### config.mk
export PLATFORM = sky130hd
export DESIGN_NAME = prog_loader_ctrl
export DESIGN_NICKNAME = d
export VERILOG_FILES = /design/src/rtl/prog_loader_pkg.sv /design/src/rtl/prog_loader_byte_pack.sv /design/src/rtl/prog_loader_ctrl.sv
export SDC_FILE = /design/constraint.sdc
export NUM_CORES = 1
export LEC_CHECK = 0
export CAP_MARGIN = 40
export CORE_MARGIN = 2
export CORE_UTILIZATION = 56
export DETAILED_ROUTE_END_ITERATION = 7
export GPL_TIMING_DRIVEN = 1
export PLACE_DENSITY = 0.84
export SLEW_MARGIN = 0
export SYNTH_ARGS = -nofsm -noshare
export SYNTH_HDL_FRONTEND = slang
export SYNTH_HIERARCHICAL = 1
export SYNTH_SLANG_ARGS = --single-unit
### constraint.sdc
create_clock -name clk_i -period 4.1 [get_ports clk_i]
set_input_delay 1.23 -clock clk_i [delete_from_list [all_inputs] [get_ports clk_i]]
set_output_delay 1.23 -clock clk_i [all_outputs]
set_load 0.01 [all_outputs]
### src/rtl/prog_loader_pkg.sv
// Shared types and constants for the boot-time program loader.
package prog_loader_pkg;

  localparam int unsigned BYTES_PER_WORD = 4;

  typedef enum logic [2:0] {
    StIdle,
    StLen,
    StData,
    StReq,
    StAck,
    StDone,
    StErr
  } state_e;

endpackage

### src/rtl/prog_loader_byte_pack.sv
// Little-endian byte-to-word assembler shared by the length and data phases.
module prog_loader_byte_pack
  import prog_loader_pkg::*;
(
  input  logic        clk_i,
  input  logic        rst_ni,
  input  logic        clear_i,
  input  logic        take_i,
  input  logic [7:0]  byte_i,
  output logic [31:0] word_o,
  output logic        word_valid_o
);

  localparam int unsigned CntW = $clog2(BYTES_PER_WORD);

  logic [31:0]     word_q, word_d;
  logic [CntW-1:0] cnt_q, cnt_d;

  // New bytes enter at the top, so after four bytes the first one sits in [7:0].
  always_comb begin
    word_d = word_q;
    cnt_d  = cnt_q;
    if (clear_i) begin
      word_d = '0;
      cnt_d  = '0;
    end else if (take_i) begin
      word_d = {byte_i, word_q[31:8]};
      cnt_d  = cnt_q + CntW'(1);
    end
  end

  // Byte shift register and byte counter.
  always_ff @(posedge clk_i or negedge rst_ni) begin
    if (!rst_ni) begin
      word_q <= '0;
      cnt_q  <= '0;
    end else begin
      word_q <= word_d;
      cnt_q  <= cnt_d;
    end
  end

  // word_o already includes the byte being taken, so the completing edge can act on it.
  assign word_o       = word_d;
  assign word_valid_o = take_i && (cnt_q == CntW'(BYTES_PER_WORD - 1));

endmodule

### src/rtl/prog_loader_ctrl.sv
// Boot loader: frames a length-prefixed byte stream into words, writes them to
// instruction memory and releases the core once the whole image is committed.
module prog_loader_ctrl
  import prog_loader_pkg::*;
#(
  parameter int unsigned     AW        = 32,
  parameter logic [AW-1:0]   BASE_ADDR = '0,
  parameter int unsigned     MAX_WORDS = 4096,
  parameter int unsigned     TIMEOUT   = 1_000_000,
  parameter int unsigned     CW        = 16
) (
  input  logic          clk_i,
  input  logic          rst_ni,
  input  logic          start_i,
  input  logic          byte_valid_i,
  input  logic [7:0]    byte_i,
  output logic          byte_ready_o,
  output logic          mem_req_o,
  output logic          mem_we_o,
  output logic [AW-1:0] mem_addr_o,
  output logic [31:0]   mem_wdata_o,
  output logic [3:0]    mem_be_o,
  input  logic          mem_gnt_i,
  input  logic          mem_ack_i,
  output logic          busy_o,
  output logic          done_o,
  output logic          err_o,
  output logic          core_rst_no,
  output logic [CW-1:0] words_written_o
);

  localparam int unsigned TW = (TIMEOUT > 1) ? $clog2(TIMEOUT + 1) : 1;

  state_e        state_q, state_d;
  logic [31:0]   len_q, len_d;
  logic [31:0]   idx_q, idx_d;
  logic [CW-1:0] words_q, words_d;
  logic [TW-1:0] stall_q, stall_d;
  logic          done_q, done_d;
  logic          err_q, err_d;

  logic          take, pack_clear, word_valid, timeout_hit, ack_fire;
  logic [31:0]   word;

  assign take        = byte_valid_i && byte_ready_o;
  assign timeout_hit = (TIMEOUT != 0) && (stall_q == TW'(TIMEOUT - 1));
  // A grant with a same-cycle ack completes the write straight from REQ.
  assign ack_fire    = ((state_q == StReq) && mem_gnt_i && mem_ack_i) ||
                       ((state_q == StAck) && mem_ack_i);

  prog_loader_byte_pack u_byte_pack (
    .clk_i        (clk_i),
    .rst_ni       (rst_ni),
    .clear_i      (pack_clear),
    .take_i       (take),
    .byte_i       (byte_i),
    .word_o       (word),
    .word_valid_o (word_valid)
  );

  // State register.
  always_ff @(posedge clk_i or negedge rst_ni) begin
    if (!rst_ni) state_q <= StIdle;
    else         state_q <= state_d;
  end

  // Next-state and datapath next values.
  always_comb begin
    state_d    = state_q;
    len_d      = len_q;
    idx_d      = idx_q;
    words_d    = words_q;
    stall_d    = stall_q;
    done_d     = done_q;
    err_d      = err_q;
    pack_clear = 1'b0;
    unique case (state_q)
      StIdle, StDone, StErr: begin
        if (start_i) begin
          state_d    = StLen;
          done_d     = 1'b0;
          err_d      = 1'b0;
          words_d    = '0;
          stall_d    = '0;
          pack_clear = 1'b1;
        end
      end
      StLen, StData: begin
        if (take) begin
          stall_d = '0;
          if (word_valid) begin
            if (state_q == StData) begin
              state_d = StReq;
            end else if ((word == '0) || (word > 32'(MAX_WORDS))) begin
              state_d = StErr;
              err_d   = 1'b1;
            end else begin
              len_d   = word;
              idx_d   = '0;
              state_d = StData;
            end
          end
        end else if (timeout_hit) begin
          state_d = StErr;
          err_d   = 1'b1;
        end else if (TIMEOUT != 0) begin
          stall_d = stall_q + TW'(1);
        end
      end
      StReq: begin
        if (mem_gnt_i && !mem_ack_i) state_d = StAck;
      end
      StAck: ;
      default: state_d = StIdle;
    endcase
    if (ack_fire) begin
      idx_d = idx_q + 32'd1;
      if (words_q != '1) words_d = words_q + CW'(1);
      if (idx_q + 32'd1 == len_q) begin
        state_d = StDone;
        done_d  = 1'b1;
      end else begin
        state_d = StData;
      end
    end
  end

  // Datapath registers.
  always_ff @(posedge clk_i or negedge rst_ni) begin
    if (!rst_ni) begin
      len_q   <= '0;
      idx_q   <= '0;
      words_q <= '0;
      stall_q <= '0;
      done_q  <= 1'b0;
      err_q   <= 1'b0;
    end else begin
      len_q   <= len_d;
      idx_q   <= idx_d;
      words_q <= words_d;
      stall_q <= stall_d;
      done_q  <= done_d;
      err_q   <= err_d;
    end
  end

  // Outputs decoded from state; request fields are zero unless requesting.
  always_comb begin
    byte_ready_o    = (state_q == StLen) || (state_q == StData);
    busy_o          = byte_ready_o || (state_q == StReq) || (state_q == StAck);
    mem_req_o       = (state_q == StReq);
    mem_we_o        = mem_req_o;
    mem_be_o        = mem_req_o ? 4'hF : 4'h0;
    mem_addr_o      = mem_req_o ? (BASE_ADDR + AW'(idx_q << 2)) : '0;
    mem_wdata_o     = mem_req_o ? word : '0;
    core_rst_no     = (state_q == StDone);
    done_o          = done_q;
    err_o           = err_q;
    words_written_o = words_q;
  end

endmodule
-- After elaboration in Yosys (flattened, before gate mapping)
Cells that the tools add are included.
- logic and storage cells: 109
- output and inout port bits: 91
- input bits: 14
- register bits after elaboration: 139
- add/subtract/negate cells: 4
- equality and inequality tests: 23
- $lt $le $gt $ge: 1
- reductions and logical operators: 26
- bitwise gates (word level): 2
- multiplexer cells: 44
- operators by type and width (cell ; number):
    $mux W32 ; 10
    $mux W16 ; 4
    $mux W20 ; 3
    $pmux W20 S2 ; 1
    $add A32 B1 Y32 const B ; 1
    $eq A32 B32 Y1 ; 1
    $gt A32 B13 Y1 const B ; 1
    $logic_not A32 Y1 ; 1
    $mux W3 ; 9
    $add A20 B1 Y20 const B ; 1
    $eq A20 B20 Y1 const B ; 1
    $add A16 B1 Y16 const B ; 1
    $ne A16 B16 Y1 const B ; 1
    $reduce_and A5 Y1 ; 3
    $mux W1 ; 12
    $ne A3 B3 Y1 const B ; 4
    $pmux W3 S4 ; 1
    $reduce_bool A2 Y1 ; 5
    $eq A3 B3 Y1 const B ; 3
    $ne A2 B2 Y1 const B ; 4
    $eq A3 B2 Y1 const B ; 2
    $logic_and A1 B1 Y1 ; 6
    $ne A3 B2 Y1 const B ; 2
    $reduce_and A6 Y1 ; 1
    16 further kinds ; 22

-- Longest topological paths before layout
- depth in word-level cells: 13
- depth in mapped cells: 18
- gate-level depth less buffers: 14

-- Modules after synthesis
Netlist, hierarchy kept.
- modules (own cells, without submodules) (module ; times used ; sequential area each (um^2) ; cells each ; area an instance (um^2)):
    prog_loader_ctrl ; 1 ; 2627.5 ; 753 ; 6553.8
    prog_loader_byte_pack ; 1 ; 850.8 ; 112 ; 1427.6

-- Worst setup path after synthesis
No wires, ideal clock.
- path kind: input -> register
- start: input port start_i
- end: register len_q[10]
- stages on the path: 12
- setup time: 0.125 ns
- buffers on the path: 4
- arrival: 3.775 ns
- required time: 3.975 ns
- path slack: 0.201 ns
- cell sequence: nand2_1 inv_1 clkbuf_1 buf_2 clkbuf_1 nor2_1 nor4_1 nand3_1 xor2_1 nand3_1 clkbuf_1 mux2_2
- longest elaborated chain between the ends: 7
- elaborated cells on any way between the ends: 8
- classes of those cells: order compare (1); mux (3); bitwise (1); reduce/logical (3)
- ends and longest elaborated chain (element ; line ; RTL):
    start: declaration ; prog_loader_ctrl.sv:14 ; input logic start_i,
    $mux W1 (*) ; prog_loader_ctrl.sv:79 ; if (start_i) begin
    $mux W1 (*) ; prog_loader_ctrl.sv:77 ; unique case (state_q)
    via pack_clear ; prog_loader_ctrl.sv:42 ; logic take, pack_clear, word_valid, timeout_hit, ack_fire;
    $mux W32 (*) ; prog_loader_byte_pack.sv:23 ; if (clear_i) begin
    via word[11] ; prog_loader_ctrl.sv:43 ; logic [31:0] word;
    $gt A32 B13 Y1 / $logic_not A32 Y1 (equally long branches) ; prog_loader_ctrl.sv:94 ; end else if ((word == '0) || (word > 32'(MAX_WORDS))) begin
    $logic_or A1 B1 Y1 (*) ; prog_loader_ctrl.sv:94 ;
    $not A1 Y1 (no line) (*) ; - ;
    $reduce_and A5 Y1 (no line) (*) ; - ;
    end signal: assignment ; prog_loader_ctrl.sv:138 ; len_q <= len_d;
    end: declaration ; prog_loader_ctrl.sv:35 ; logic [31:0] len_q, len_d;
The timed path passes the listed nets; every way through them passes the cells marked *.
A chain may end at the register's enable or synchronous reset.

-- Worst setup path after layout
- start: input port byte_valid_i
- end: output port mem_wdata_o[18]
- longest elaborated chain between the ends: 4
- ends and longest elaborated chain (element ; line ; RTL):
    start: declaration ; prog_loader_ctrl.sv:15 ; input logic byte_valid_i,
    $logic_and A1 B1 Y1 ; prog_loader_ctrl.sv:45 ; assign take = byte_valid_i && byte_ready_o;
    via take ; prog_loader_ctrl.sv:42 ;
    $mux W32 ; prog_loader_byte_pack.sv:26 ; end else if (take_i) begin
    $mux W32 ; prog_loader_byte_pack.sv:23 ;
    via word[18] ; prog_loader_ctrl.sv:43 ;
    $mux W32 ; prog_loader_ctrl.sv:155 ; mem_wdata_o = mem_req_o ? word : '0;
    end: declaration ; prog_loader_ctrl.sv:21 ; output logic [31:0] mem_wdata_o,
The timed path passes the listed nets, and every way through them passes these cells.

==> results.py <==
metrics = {
    "floorplanning": {
        "fp.dieH_um": 123,
        "pin_count": 105,
        "die_x_um": 123,
        "die_area_um2": 15200,
        "core_area_um2": 13900,
        "start_util_pct": 57.5,
        "rows": 43,
    },
    "status": {
        "status": "finished, final reports clean",
    },
    "power": {
        "leakage_nw": 4.62,
        "power_mw": 5.50,
        "internal_power_mw": 3.52,
        "power_density_nw_per_um2": 543,
        "clockPowerShare_pct": 29.0,
        "p_switching_mw": 1.98,
        "power_frac_comb_pct": 37.4,
        "p_sw_share_pct": 36.0,
        "peakVddDrop_uv": 354,
        "seqPwrFrac_pct": 33.6,
    },
    "critical_path": {
        "path_max_fanout": 6,
        "cpPeakStageDelay_ps": 260,
        "r2r_slack_ps": 310,
        "worstPathCellList": "dlygate4sd2_1, nand3_2, clkinv_4, buf_8, buf_4, buf_4, mux2i_1, nor2_1, and2_1, dlygate4sd2_1",
        "startpoint": "byte_valid_i",
        "worstReg2RegEnd": "idx_q[27]$_DFFE_PN0P_",
        "worst-path-stages": 10,
        "crit_family": "buffers and inverters",
        "worst_setup_path_end_kind": "primary output",
        "arrival_ps": 2770,
        "timing.rr.start": "state_q[1]$_DFFE_PN0P_",
        "cpMaxStageDelayCell": "dlygate4sd2_1",
        "crit_required_ps": 2870,
        "ff2ff_path_depth": 19,
        "start_kind": "input port",
        "critical_path_class": "input port to primary output",
        "critPathCapture": "mem_wdata_o[18]",
        "path_buf_inv": 6,
    },
    "detailed_routing": {
        "route.detailed.drc": 0,
        "wl_per_cell_um": 17.7,
        "vias": 7131,
        "finalWirelength_mm": 21.0,
        "final_antenna_net_count": 0,
        "dr.pass1.iters": 6,
        "vias_per_cell": 6.02,
        "drt_iter0_markers": 850,
    },
    "yosys": {
        "netlist_area_um2": 7980,
        "synth-async-reset-ratio_pct": 100,
        "yosysSeqAreaShare_pct": 43.6,
        "syn_inst": 865,
        "syn_avg_cell_area_um2": 9.23,
        "ys_ff_latch": 139,
        "synth-edff-count": 0,
        "synth.distinct_cells": 59,
        "synth-warning-count": 6,
        "ys.flop_type": "dfrtp_1",
    },
    "cells_and_area": {
        "final_common_cell": "dfrtp_1",
        "diodes": 0,
        "areaGrowthSynthToFinish_pct": 26.9,
        "final_cell_mix": "139 x dfrtp_1, 96 x and2_1, 81 x clkdlybuf4s50_1, 77 x nor2_1, 77 x o21ai_0",
        "num-nets-final": 1010,
        "drive_above_1_share_pct": 13.7,
    },
    "sta": {
        "slew_viol_final": 0,
        "max_clock_freq_mhz": 250,
        "post-route-period-util_pct": 97.6,
        "timing.slew.headroom_pct": 55.5,
        "clock-skew-final_ps": 9.08,
        "tightest_slew_ps": 667,
        "setup_viol": 0,
        "period_minus_slack_ps": 4000,
        "fin_setup_tns_ps": 0,
        "hold_viol": 0,
    },
    "place": {
        "finalWeightedCongestion": 0.891,
        "hpwl_mm": 14.1,
        "io_buffers": 102,
    },
    "global_route": {
        "track_usage_pct": 28.8,
        "grt_antenna_before_repair": 0,
        "grt_pass1_wl_mm": 34.2,
        "grt.overflow.total": 0,
        "grt_max_degree": 79,
        "first_global_vias": 6733,
    },
    "worst_hold_path": {
        "min_path_type": "flop to flop",
    },
    "clocking": {
        "path_clk_slew_ps": 60,
        "cts_tree": "built",
        "cts.root.buffer_cell": "clkbuf_16",
        "ctsHoldBuffers": 0,
        "max-clock-path-buffers": 2,
        "clock_latency_ps": 430,
        "h-tree-depth": 4,
        "cts_buffers": 17,
        "clock_sinks": 139,
    },
    "job": {
        "drv_cap": 0,
    },
}
registers in the layout, indices dropped and copies added, names as in the netlist:
name                count
done_o                  1
err_o                   1
idx_q                  32
len_q                  32
stall_q                20
state_q                 3
u_byte_pack/cnt_q       2
u_byte_pack/word_q     32
words_written_o        16
power by group through the flow:
stage	Combinational (mW)	Clock (mW)	Sequential, mW
after floorplan	1.29	0	1.73
after global placement	1.86	0	1.84
after detailed placement	1.90	0	1.85
after CTS	2.01	1.60	1.84
after global routing	2.25	1.68	1.87
final	2.06	1.59	1.85
tightest hold or removal path, stage by stage (launching register included):
cell     delay [ps]
dfrtp_1         340
nand2_1          50
nand2_1          60
logic make-up (layout without fill, tap and decap cells):
kind of cell	after synthesis	after routing	synth area share, %
flip-flops	139	139	43.6
AO/OA/AOI/OAI	171	171	13.1
AND/OR/NAND/NOR	373	373	25.0
other	1	2	0.0470
multiplexers	50	50	6.52
buffers and inverters	68	207	4.66
adder cells (fa/ha/maj)	4	4	0.627
XOR/XNOR	59	59	6.47
what timing repair did:
item / 4_1_cts / 5_1_grt
endpoints found under the setup margin: 32 / 20
buffers inserted: 10 / 0
pin swaps: 6 / 3
resized for setup: 31 / 19
per-layer routing:
layer | global-route usage [%] | vias up | share of wire [%]
met3 | 6.78 | 43 | 7.0
met2 | 43.9 | 314 | 48
li1 | - | 3321 | -
met5 | 0 | - | 0
met1 | 40.0 | 3453 | 43
met4 | 11.1 | 0 | 2.1
synthesized netlist by cell type, types with 3 or more instances:
master / count / area, um2
o21ai_0: 77 / 385
o2111ai_1: 3 / 26.3
o41ai_1: 9 / 78.8
nor2_1: 90 / 338
dfrtp_1: 139 / 3480
and4_1: 8 / 70.1
o31ai_1: 23 / 173
a31oi_1: 12 / 75.1
buf_4: 11 / 82.6
buf_2: 9 / 45.0
ha_1: 4 / 50.1
mux2_2: 15 / 169
nand2b_1: 7 / 43.8
mux2i_1: 34 / 340
nor3_1: 12 / 60.1
xnor2_1: 29 / 254
inv_1: 9 / 33.8
a21oi_1: 27 / 135
nand2_1: 51 / 191
and2_1: 96 / 601
and3_1: 18 / 113
buf_12: 3 / 60.1
nand4_1: 21 / 131
clkbuf_1: 34 / 128
nor4_1: 16 / 100
nand3b_1: 3 / 22.5
a21o_1: 3 / 22.5
xor2_1: 30 / 263
nand3_1: 33 / 165
stage by stage:
step | instance area [um2] | instances | setup WS (ps) | util (%) | hold slack (ps)
floorplan | 7990 | 866 | 201 | - | 436
global placement | 9350 | 1142 | -293 | 67.4 | 451
detailed placement | 9380 | 1143 | -332 | 67.6 | 475
CTS | 10100 | 1185 | -42.8 | 72.7 | 485
global route | 10100 | 1185 | -15.6 | 72.9 | 497
finish | 10100 | 1185 | 99.5 | 72.9 | 483
worst min-delay path by stage:
stage / startpoint / to / slack, ps / cells after the start
6_report: done_o$_DFF_PN0_ / done_o$_DFF_PN0_ / 480 / 2
5_1_grt: stall_q[19]$_DFFE_PN0P_ / stall_q[19]$_DFFE_PN0P_ / 500 / 1
4_1_cts: stall_q[19]$_DFFE_PN0P_ / stall_q[19]$_DFFE_PN0P_ / 480 / 1
3_5_place_dp: stall_q[19]$_DFFE_PN0P_ / stall_q[19]$_DFFE_PN0P_ / 480 / 1
3_3_place_gp: done_o$_DFF_PN0_ / done_o$_DFF_PN0_ / 450 / 2
2_1_floorplan: stall_q[19]$_DFFE_PN0P_ / stall_q[19]$_DFFE_PN0P_ / 440 / 1
area by class of cell:
cell class | count | area, um2
clock inverters | 10 | 139
multi-input cells | 659 | 4200
well taps | 180 | 225
clock buffers | 22 | 474
repair buffers | 166 | 1570
flip-flops and latches | 139 | 3480
fillers | 997 | 3760
inverters | 9 | 38.8
No activity file was read; power rests on OpenSTA's default activity.
